$ cat config.mk
export PLATFORM = sky130hd
export DESIGN_NAME = cpu_fsm
export DESIGN_NICKNAME = d
export VERILOG_FILES = /design/src/rtl/cpu_pkg.sv /design/src/rtl/cpu_fsm_outputs.sv /design/src/rtl/cpu_fsm.sv
export SDC_FILE = /design/constraint.sdc
export NUM_CORES = 1
export LEC_CHECK = 0
export ABC_AREA = 1
export CAP_MARGIN = 20
export CORE_AREA = 3 3 40 42
export DETAILED_ROUTE_END_ITERATION = 7
export DIE_AREA = 0 0 43 45
export PLACE_DENSITY = 0.75
export SLEW_MARGIN = 20
export SYNTH_ARGS = -nofsm -noshare
export SYNTH_HDL_FRONTEND = slang
export SYNTH_SLANG_ARGS = --single-unit
$ cat constraint.sdc
create_clock -name clk -period 2.94 [get_ports clk]
set_input_delay 0.588 -clock clk [delete_from_list [all_inputs] [get_ports clk]]
set_output_delay 0.588 -clock clk [all_outputs]
set_load 0.01 [all_outputs]
$ cat src/rtl/cpu_pkg.sv
// rtl/cpu_pkg.sv - shared state, opcode and mux-select encodings for the cpu control FSM
//
// Purpose: single home for the controller state enum, instruction field
// constants and datapath select encodings used by cpu_fsm and its decoder.
// Ports: none (package).
package cpu_pkg;

  typedef enum logic [2:0] {
    S_WAIT      = 3'd0,
    S_DECODE    = 3'd1,
    S_WRITE_IMM = 3'd2,
    S_GET_A     = 3'd3,
    S_GET_B     = 3'd4,
    S_ALU       = 3'd5,
    S_WRITE_REG = 3'd6
  } state_t;

  // Instruction opcode field
  localparam logic [2:0] OPC_MOV = 3'b110;
  localparam logic [2:0] OPC_ALU = 3'b101;

  // Instruction op field, MOV class
  localparam logic [1:0] OP_MOV_REG = 2'b00;
  localparam logic [1:0] OP_MOV_IMM = 2'b10;

  // Instruction op field, ALU class
  localparam logic [1:0] OP_ADD = 2'b00;
  localparam logic [1:0] OP_CMP = 2'b01;
  localparam logic [1:0] OP_AND = 2'b10;
  localparam logic [1:0] OP_MVN = 2'b11;

  // One-hot register-file select
  localparam logic [2:0] NSEL_NONE = 3'b000;
  localparam logic [2:0] NSEL_RN   = 3'b001;
  localparam logic [2:0] NSEL_RD   = 3'b010;
  localparam logic [2:0] NSEL_RM   = 3'b100;

  // Writeback mux select
  localparam logic [1:0] VSEL_C     = 2'b00;
  localparam logic [1:0] VSEL_PC    = 2'b01;
  localparam logic [1:0] VSEL_IMM   = 2'b10;
  localparam logic [1:0] VSEL_MDATA = 2'b11;

endpackage

$ cat src/rtl/cpu_fsm_outputs.sv
// rtl/cpu_fsm_outputs.sv - combinational state+instruction to control-signal decoder
//
// Purpose: Moore output decode for cpu_fsm. Inputs are all registered in the
// parent, so outputs only change after a clock edge.
// Ports:
//   state       - current controller state
//   opcode, op  - latched instruction fields
//   w           - high only in WAIT
//   nsel, vsel  - register select (one-hot) and writeback mux select
//   loada..loads, asel, write - datapath enables
module cpu_fsm_outputs
  import cpu_pkg::*;
(
  input  state_t      state,
  input  logic [2:0]  opcode,
  input  logic [1:0]  op,
  output logic        w,
  output logic [2:0]  nsel,
  output logic [1:0]  vsel,
  output logic        loada,
  output logic        loadb,
  output logic        loadc,
  output logic        loads,
  output logic        asel,
  output logic        write
);

  logic is_cmp;
  logic is_mov_reg;

  assign is_cmp     = (opcode == OPC_ALU) && (op == OP_CMP);
  assign is_mov_reg = (opcode == OPC_MOV) && (op == OP_MOV_REG);

  always_comb begin
    w     = 1'b0;
    nsel  = NSEL_NONE;
    vsel  = VSEL_C;
    loada = 1'b0;
    loadb = 1'b0;
    loadc = 1'b0;
    loads = 1'b0;
    asel  = 1'b0;
    write = 1'b0;
    case (state)
      S_WAIT: w = 1'b1;
      S_WRITE_IMM: begin
        nsel  = NSEL_RN;
        vsel  = VSEL_IMM;
        write = 1'b1;
      end
      S_GET_A: begin
        nsel  = NSEL_RN;
        loada = 1'b1;
      end
      S_GET_B: begin
        nsel  = NSEL_RM;
        loadb = 1'b1;
      end
      S_ALU: begin
        // CMP only updates status; MOV reg passes B through with A zeroed
        loadc = ~is_cmp;
        loads = is_cmp;
        asel  = is_mov_reg;
      end
      S_WRITE_REG: begin
        nsel  = NSEL_RD;
        vsel  = VSEL_C;
        write = 1'b1;
      end
      default: ;
    endcase
  end

endmodule

$ cat src/rtl/cpu_fsm.sv
// rtl/cpu_fsm.sv - multicycle instruction controller FSM
//
// Purpose: sequences MOV imm, MOV reg and ALU (ADD/CMP/AND/MVN) instructions
// through the datapath; holds the state and latched opcode/op registers.
// Ports:
//   clk, reset  - clock, synchronous active-high reset
//   s           - start pulse, sampled only in WAIT
//   opcode, op  - instruction fields from the instruction register
//   w, nsel, vsel, loada, loadb, loadc, loads, asel, write - control outputs
module cpu_fsm
  import cpu_pkg::*;
(
  input  logic        clk,
  input  logic        reset,
  input  logic        s,
  input  logic [2:0]  opcode,
  input  logic [1:0]  op,
  output logic        w,
  output logic [2:0]  nsel,
  output logic [1:0]  vsel,
  output logic        loada,
  output logic        loadb,
  output logic        loadc,
  output logic        loads,
  output logic        asel,
  output logic        write
);

  state_t     state;
  logic [2:0] opcode_q;
  logic [1:0] op_q;

  // Instruction fields are captured once at start so the instruction
  // register may change freely while the instruction is in flight.
  always_ff @(posedge clk) begin
    if (reset) begin
      state    <= S_WAIT;
      opcode_q <= 3'b000;
      op_q     <= 2'b00;
    end else begin
      case (state)
        S_WAIT: begin
          if (s) begin
            opcode_q <= opcode;
            op_q     <= op;
            state    <= S_DECODE;
          end
        end
        S_DECODE: begin
          if (opcode_q == OPC_MOV && op_q == OP_MOV_IMM)
            state <= S_WRITE_IMM;
          else if (opcode_q == OPC_MOV && op_q == OP_MOV_REG)
            state <= S_GET_B;
          else if (opcode_q == OPC_ALU)
            state <= S_GET_A;
          else
            state <= S_WAIT;
        end
        S_WRITE_IMM: state <= S_WAIT;
        S_GET_A:     state <= S_GET_B;
        S_GET_B:     state <= S_ALU;
        S_ALU: begin
          if (opcode_q == OPC_ALU && op_q == OP_CMP)
            state <= S_WAIT;
          else
            state <= S_WRITE_REG;
        end
        S_WRITE_REG: state <= S_WAIT;
        default:     state <= S_WAIT;
      endcase
    end
  end

  cpu_fsm_outputs u_outputs (
    .state  (state),
    .opcode (opcode_q),
    .op     (op_q),
    .w      (w),
    .nsel   (nsel),
    .vsel   (vsel),
    .loada  (loada),
    .loadb  (loadb),
    .loadc  (loadc),
    .loads  (loads),
    .asel   (asel),
    .write  (write)
  );

endmodule

==> results of run 1 <==
state kept, by name, indices dropped and copies added (netlist names):
signal / cells
state: 3
op_q: 2
opcode_q: 3
layer usage:
metal | wire length [um] | vias to the layer above
li1 | - | 276
met5 | 0 | -
met4 | 10 | 0
met2 | 444 | 12
met1 | 463 | 210
met3 | 58 | 2
area by class of cell:
type                       instances  area, um2
clock buffer                       3       22.5
fill                             121        606
inverter                          16       62.6
multi-input combinational         52        235
sequential                         8        160
tap                               15       18.8
timing repair buffer              18        180
kinds of logic after synthesis:
| group | after synthesis |
|---|---|
| buffers and inverters | 17 |
| DFF | 8 |
| and+or+nand+nor | 41 |
| other | 1 |
| AOI/OAI and AO/OA | 10 |
worst max-delay path by stage:
stage	slack, ps	end	cells past startpoint	start
floorplan	1440	nsel[0]	4	state[1]$_SDFFE_PP0P_
global placement	1070	asel	3	state[2]$_SDFFE_PP0P_
detailed placement	1030	nsel[0]	5	state[1]$_SDFFE_PP0P_
CTS	760	nsel[0]	5	state[1]$_SDFFE_PP0P_
global route	660	asel	3	state[2]$_SDFFE_PP0P_
finish	790	nsel[0]	5	state[1]$_SDFFE_PP0P_
per-stage QoR:
step	hold slack (ps)	std cells	worst slack, ps	total power [mW]	utilization
2_1_floorplan	446	77	1440	0.145	-
4_1_cts	483	112	759	0.249	0.529
6_report	482	112	789	0.245	0.529
3_3_place_gp	470	109	1070	0.163	0.511
5_1_grt	511	112	656	0.258	0.529
3_5_place_dp	474	109	1030	0.163	0.511
synth_stat cells (all sizes together):
| master | n |
|---|---|
| nor3 | 1 |
| nor2 | 11 |
| o21ai | 2 |
| nand3 | 9 |
| dfxtp | 8 |
| conb | 1 |
| a21oi | 8 |
| nand2 | 20 |
| buf | 1 |
| inv | 16 |
power by group:
| part | leakage, nW | internal, mW | switching (mW) | total [mW] |
|---|---|---|---|---|
| clock network | 0.0138 | 0.0467 | 0.0371 | 0.0838 |
| logic | 0.246 | 0.0198 | 0.0207 | 0.0405 |
| registers | 0.0655 | 0.115 | 0.00582 | 0.120 |
| total | 0.325 | 0.181 | 0.0636 | 0.245 |
critical path: stages, from the launching register on:
cell	delay [ps]
dfxtp_1	380
inv_1	70
nor2_1	140
inv_2	60
o21ai_1	110
clkdlybuf4s50_1	550
==> results.tsv, run 1 <==
stage	metric	value	unit
setup_path	r2r_end	state[2]$_SDFFE_PP0P_	
setup_path	worst-r2r-setup-slack	1880	ps
timing	rsz0062_at_grt	no	
synthesis	syn_nets	85	
route	via_count	500	
place	dpl_cell_area	657	um2
layout	drive_gt1_frac	0.124	
cts	cts.clk_slew.worst_paths	60	ps
setup_path	path_class	reg2out	
global_routing	grt_pass1_wl	1.74	mm
die	core_area	0.00128	mm2
global_routing	grt_start_max_net_pins	8	
setup_path	worst-path-max-fanout	4	
global_routing	antenna_found_initial	0	
cts	tritoncts	done	
die	ios	20	
setup_path	start_kind	flop	
layout	final_cell_mix	18 x nand2_1, 18 x clkdlybuf4s50_1, 11 x inv_1	
outcome	status	finished clean	
place	port_buffers	18	
synthesis	synth_top_family_by_area	simple AND/OR/NAND/NOR gates	
global_routing	grt_pass1_vias	459	
flow_run	max_cap_violations	0	
route	routed_wl	976	um
route	vias_per_cell	4.46	
die	start_util	0.362	
global_routing	met3_usage	0.0398	
synthesis	yosysSeqAreaShare	0.344	
cts	cts_resized	0	
place	hpwl	798	um
place	place.gp.congestion	0.785	
timing	finalCriticalPeriod	2150	ps
power_and_ir_drop	cellLeakagePower	0.325	nW
timing	drv_slew	0	
route	drc	0	
die	die_area	0.00194	mm2
cts	cts_max_path_buffers	2	
cts	cts_root_buf	clkbuf_4	
route	drtAntennaViolNets	0	
layout	design_area	679	um2
setup_path	crit_required	2350	ps
synthesis	synthMuxAreaShare	0	
die	die_y	45	um
synthesis	synth_compound_area_frac	0.108	
timing	min_period_over_period	0.732	
global_routing	grt_use_met1	0.148	
synthesis	yosysWarnings	0	
cts	cts_buffers	3	
timing	setup_viol	0	
synthesis	synthAdderAreaFrac	0	
synthesis	synth-seq-cells	8	
route	first_iter_violations	5	
min_path	whs_endpoint	op_q[1]$_SDFFE_PP0P_	
synthesis	netlist_area	465	um2
setup_path	worst_ep_arrival_time	1560	ps
setup_path	rr_startpoint	opcode_q[0]$_SDFFE_PP0P_	
synthesis	synthTopCellsByArea	dfxtp_1 34%, nand2_1 15%, nand3_1 9.7%	
min_path	hold_path_depth	2	
synthesis	synth_top_cell_by_area	dfxtp_1	
synthesis	netlist.area_leader.share	0.344	
route	dr.pass1.iters	4	
synthesis	ys_types	16	
die	die_w	43	um
synthesis	synthXorXnorAreaFrac	0	
cts	clock_sinks	8	
global_routing	grt-busiest-layer	met2	
die	rows	13	
cts	ctsHtreeMaxLevel	1	
setup_path	critPathCaptureType	primary output	
global_routing	track_usage	0.123	
min_path	hp-class	reg2reg	
synthesis	netlist_instances	77	
route	wl_per_cell	8.71	um
timing	setup_tns	0	ps
timing	max_freq	465	MHz
global_routing	gr-total-overflow	0	
layout	diodes	0	
min_path	hold_start	op_q[1]$_SDFFE_PP0P_	
setup_path	reg2reg_depth	7	
layout	layout.nets	107	
synthesis	synth.avg_cell_area	6.04	um2
global_routing	use_met2	0.177	
power_and_ir_drop	ir_worst_vdd	0.000183	V
cts	clk_latency	250	ps
layout	syn2layout_area_growth	46.0	%
timing	clock_skew	4.98	ps
synthesis	synthSimpleGateAreaFrac	0.390	
cts	ctsHoldBuffers	0	
cts	post_cts_buffers	0	
timing	final-hold-violation-count	0	
power_and_ir_drop	power_density	360	mW/mm2
Note: power is estimated with default switching activity, not from simulation.
==> inputs of run 2 (changes only) <==
--- a/config.mk
+++ b/config.mk
@@ -7,10 +7,10 @@
 export LEC_CHECK = 0
 export ABC_AREA = 1
 export CAP_MARGIN = 20
-export CORE_AREA = 3 3 40 42
+export CORE_MARGIN = 3
+export CORE_UTILIZATION = 35
 export DETAILED_ROUTE_END_ITERATION = 7
-export DIE_AREA = 0 0 43 45
-export PLACE_DENSITY = 0.75
+export PLACE_DENSITY = 0.78
 export SLEW_MARGIN = 20
 export SYNTH_ARGS = -nofsm -noshare
 export SYNTH_HDL_FRONTEND = slang
==> constraint.sdc (replaced) <==
create_clock -name clk -period 1.8 [get_ports clk]
set_input_delay 0.36 -clock clk [delete_from_list [all_inputs] [get_ports clk]]
set_output_delay 0.36 -clock clk [all_outputs]
set_load 0.01 [all_outputs]
==> run 2 against run 1 <==
Compared with the run above:
- setup slack lost 640 ps
- cell count shrank 0.89%
- clock power grew 55%
- via count shrank 0.60%
- wire length shrank 3.8%
- critical path depth grew 1
- largest power group unchanged
==> results.tsv, run 2 (synthesis gave the netlist of run 1 again) <==
stage	metric	value	unit	change
power_and_ir_drop	cellLeakagePower	0.416	nW	+28%
setup_path	worst_path_most_repeated_cell	nand2_1		
die	die_w	42.5	um	-1.2%
min_path	hp-class	reg2reg		
global_routing	gr-total-overflow	0		unchanged
global_routing	grt_start_max_net_pins	8		unchanged
die	rows	12		-1
place	port_buffers	18		unchanged
setup_path	worst-r2r-setup-slack	750	ps	-1130 ps
route	wl_per_cell	8.46	um	-2.9%
die	die_y	42.5	um	-5.6%
cts	cts_root_buf	clkbuf_4		
cts	post_cts_buffers	0		unchanged
route	dr.pass1.iters	3		-1
die	core_area	0.00117	mm2	-8.9%
timing	finalCriticalPeriod	1650	ps	
route	drc	0		unchanged
layout	syn2layout_area_growth	47.0	%	
place	place.gp.congestion	0.790		+0.56%
layout	reg_top3	opcode_q: 3 flops, state: 3 flops, op_q: 2 flops		
route	vias_per_cell	4.48		+0.30%
route	via_count	497		-0.60%
cts	clock_sinks	8		unchanged
die	start_util	0.397		+0.0352
setup_path	crit_end	loadc		
timing	min_period_over_period	0.918		
timing	setup_tns	0	ps	unchanged
setup_path	reg2reg_depth	7		unchanged
layout	drive_gt1_frac	0.155		+0.0309
layout	diodes	0		unchanged
global_routing	antenna_found_initial	0		unchanged
setup_path	start_kind	flop		
outcome	status	finished clean		
power_and_ir_drop	ir_worst_vdd	0.000333	V	+82%
layout	design_area	684	um2	+0.74%
timing	final-hold-violation-count	0		unchanged
setup_path	crit_start	opcode_q[2]$_SDFFE_PP0P_		
setup_path	worst-path-max-fanout	4		unchanged
layout	layout.nets	107		unchanged
setup_path	crit_path_cell_trace	nand2_1 -> nor2_4 -> nand2_1 -> nand2_1 -> inv_1 -> dlygate4sd2_1		
setup_path	cpMaxStageDelayCell	dfxtp_1		
timing	setup_viol	0		unchanged
setup_path	critPathMaxStageDelay	360	ps	-190 ps
layout	final_cells	111		-0.89%
timing	max_freq	605	MHz	
timing	clock_skew	0.449	ps	-4.53 ps
cts	cts_max_path_buffers	2		unchanged
cts	cts_buffers	3		unchanged
route	routed_wl	939	um	-3.8%
route	first_iter_violations	10		+5
setup_path	path_class	reg2out		
setup_path	critPathCaptureType	primary output		
cts	tritoncts	done		
layout	final_cell_mix	18 x nand2_1, 11 x inv_1, 9 x nor2_1, 9 x nand3_1		
timing	rsz0062_at_grt	no		
cts	clk_latency	240	ps	about the same
layout	final_common_cell	nand2_1		
global_routing	grt_pass1_vias	422		-8.1%
place	hpwl	797	um	about the same
setup_path	r2r_end	state[2]$_SDFFE_PP0P_		
die	ios	20		unchanged
cts	ctsHtreeMaxLevel	1		unchanged
global_routing	track_usage	0.118		-0.00543
timing	drv_slew	0		unchanged
layout	final_core_util	0.584		+0.0557
flow_run	max_cap_violations	0		unchanged
route	drtAntennaViolNets	0		unchanged
cts	cts.clk_slew.worst_paths	50	ps	about the same
place	dp_cells	108		-0.92%
layout	nFillCells	111		-8.3%
setup_path	crit_required	1440	ps	-910 ps
global_routing	grt_pass1_wl	1.68	mm	-3.6%
power_and_ir_drop	power_density	575	mW/mm2	+60%
die	die_area	0.00180	mm2	-6.8%
setup_path	rr_startpoint	opcode_q[2]$_SDFFE_PP0P_		
setup_path	worst_ep_arrival_time	1290	ps	-270 ps
place	dpl_cell_area	656	um2	-0.19%
## run 2: cell types whose count changed in the layout (fill, tap and decap cells not counted), sizes merged
cell,change
clkdlybuf4s50,-11
dlymetal6s2s,+3
dlygate4sd2,+8
## run 2: layer usage
metal / track usage / share of wire
met1: 0.169 / 0.52
met2: 0.164 / 0.42
met3: 0.0386 / 0.060
met4: 0.0373 / 0
met5: 0 / 0
## run 2: report_power, final
| group | internal, mW | switching (mW) |
|---|---|---|
| combinational | 0.0307 | 0.0342 |
| clock | 0.0759 | 0.0544 |
| sequential | 0.188 | 0.0102 |
## run 2: worst min-delay path by stage
stage | startpoint | to | slack, ps | depth (start not counted)
floorplan | reset | op_q[0]$_SDFFE_PP0P_ | 430 | 1
global placement | op_q[0]$_SDFFE_PP0P_ | op_q[0]$_SDFFE_PP0P_ | 470 | 2
CTS | op_q[0]$_SDFFE_PP0P_ | op_q[0]$_SDFFE_PP0P_ | 480 | 2
detailed placement | op_q[0]$_SDFFE_PP0P_ | op_q[0]$_SDFFE_PP0P_ | 470 | 2
global route | opcode_q[0]$_SDFFE_PP0P_ | opcode_q[0]$_SDFFE_PP0P_ | 510 | 2
finish | op_q[0]$_SDFFE_PP0P_ | op_q[0]$_SDFFE_PP0P_ | 480 | 2
## run 2: stage by stage
stage | setup slack [ps] | total power, mW | hold WS, ps
floorplan | 529 | 0.237 | 429
global placement | 156 | 0.266 | 471
detailed placement | 153 | 0.267 | 474
CTS | 1.71 | 0.396 | 484
global route | 15.7 | 0.421 | 508
finish | 148 | 0.393 | 481
## run 2: area by class of cell
| type | count | area, um2 | area share |
|---|---|---|---|
| Timing Repair Buffer | 18 | 178 | 0.260 |
| Clock buffer | 3 | 22.5 | 0.0329 |
| Tap cell | 14 | 17.5 | 0.0256 |
| Sequential cell | 8 | 164 | 0.239 |
| Inverter | 16 | 62.6 | 0.0914 |
| Multi-Input combinational cell | 52 | 240 | 0.351 |
## run 2: repair_timing
item / 4_1_cts / 5_1_grt
resized for setup: 11 / 4
setup endpoints to repair: 9 / 4
hold buffers: 0 / 0
## run 2: critical path: cells and delay by family (launching register included)
kind / cells / cell delay [ps]
and+or+nand+nor: 4 / 370
buffers and inverters: 2 / 310
DFF: 1 / 360
==> inputs of run 3 (changes only) <==
--- a/config.mk
+++ b/config.mk
@@ -6,7 +6,7 @@
 export NUM_CORES = 1
 export LEC_CHECK = 0
 export ABC_AREA = 1
-export CAP_MARGIN = 20
+export CAP_MARGIN = 0
 export CORE_MARGIN = 3
 export CORE_UTILIZATION = 35
 export DETAILED_ROUTE_END_ITERATION = 7
==> results of run 3 <==
Final layout, timing and power as in run 2 (identical DEF).
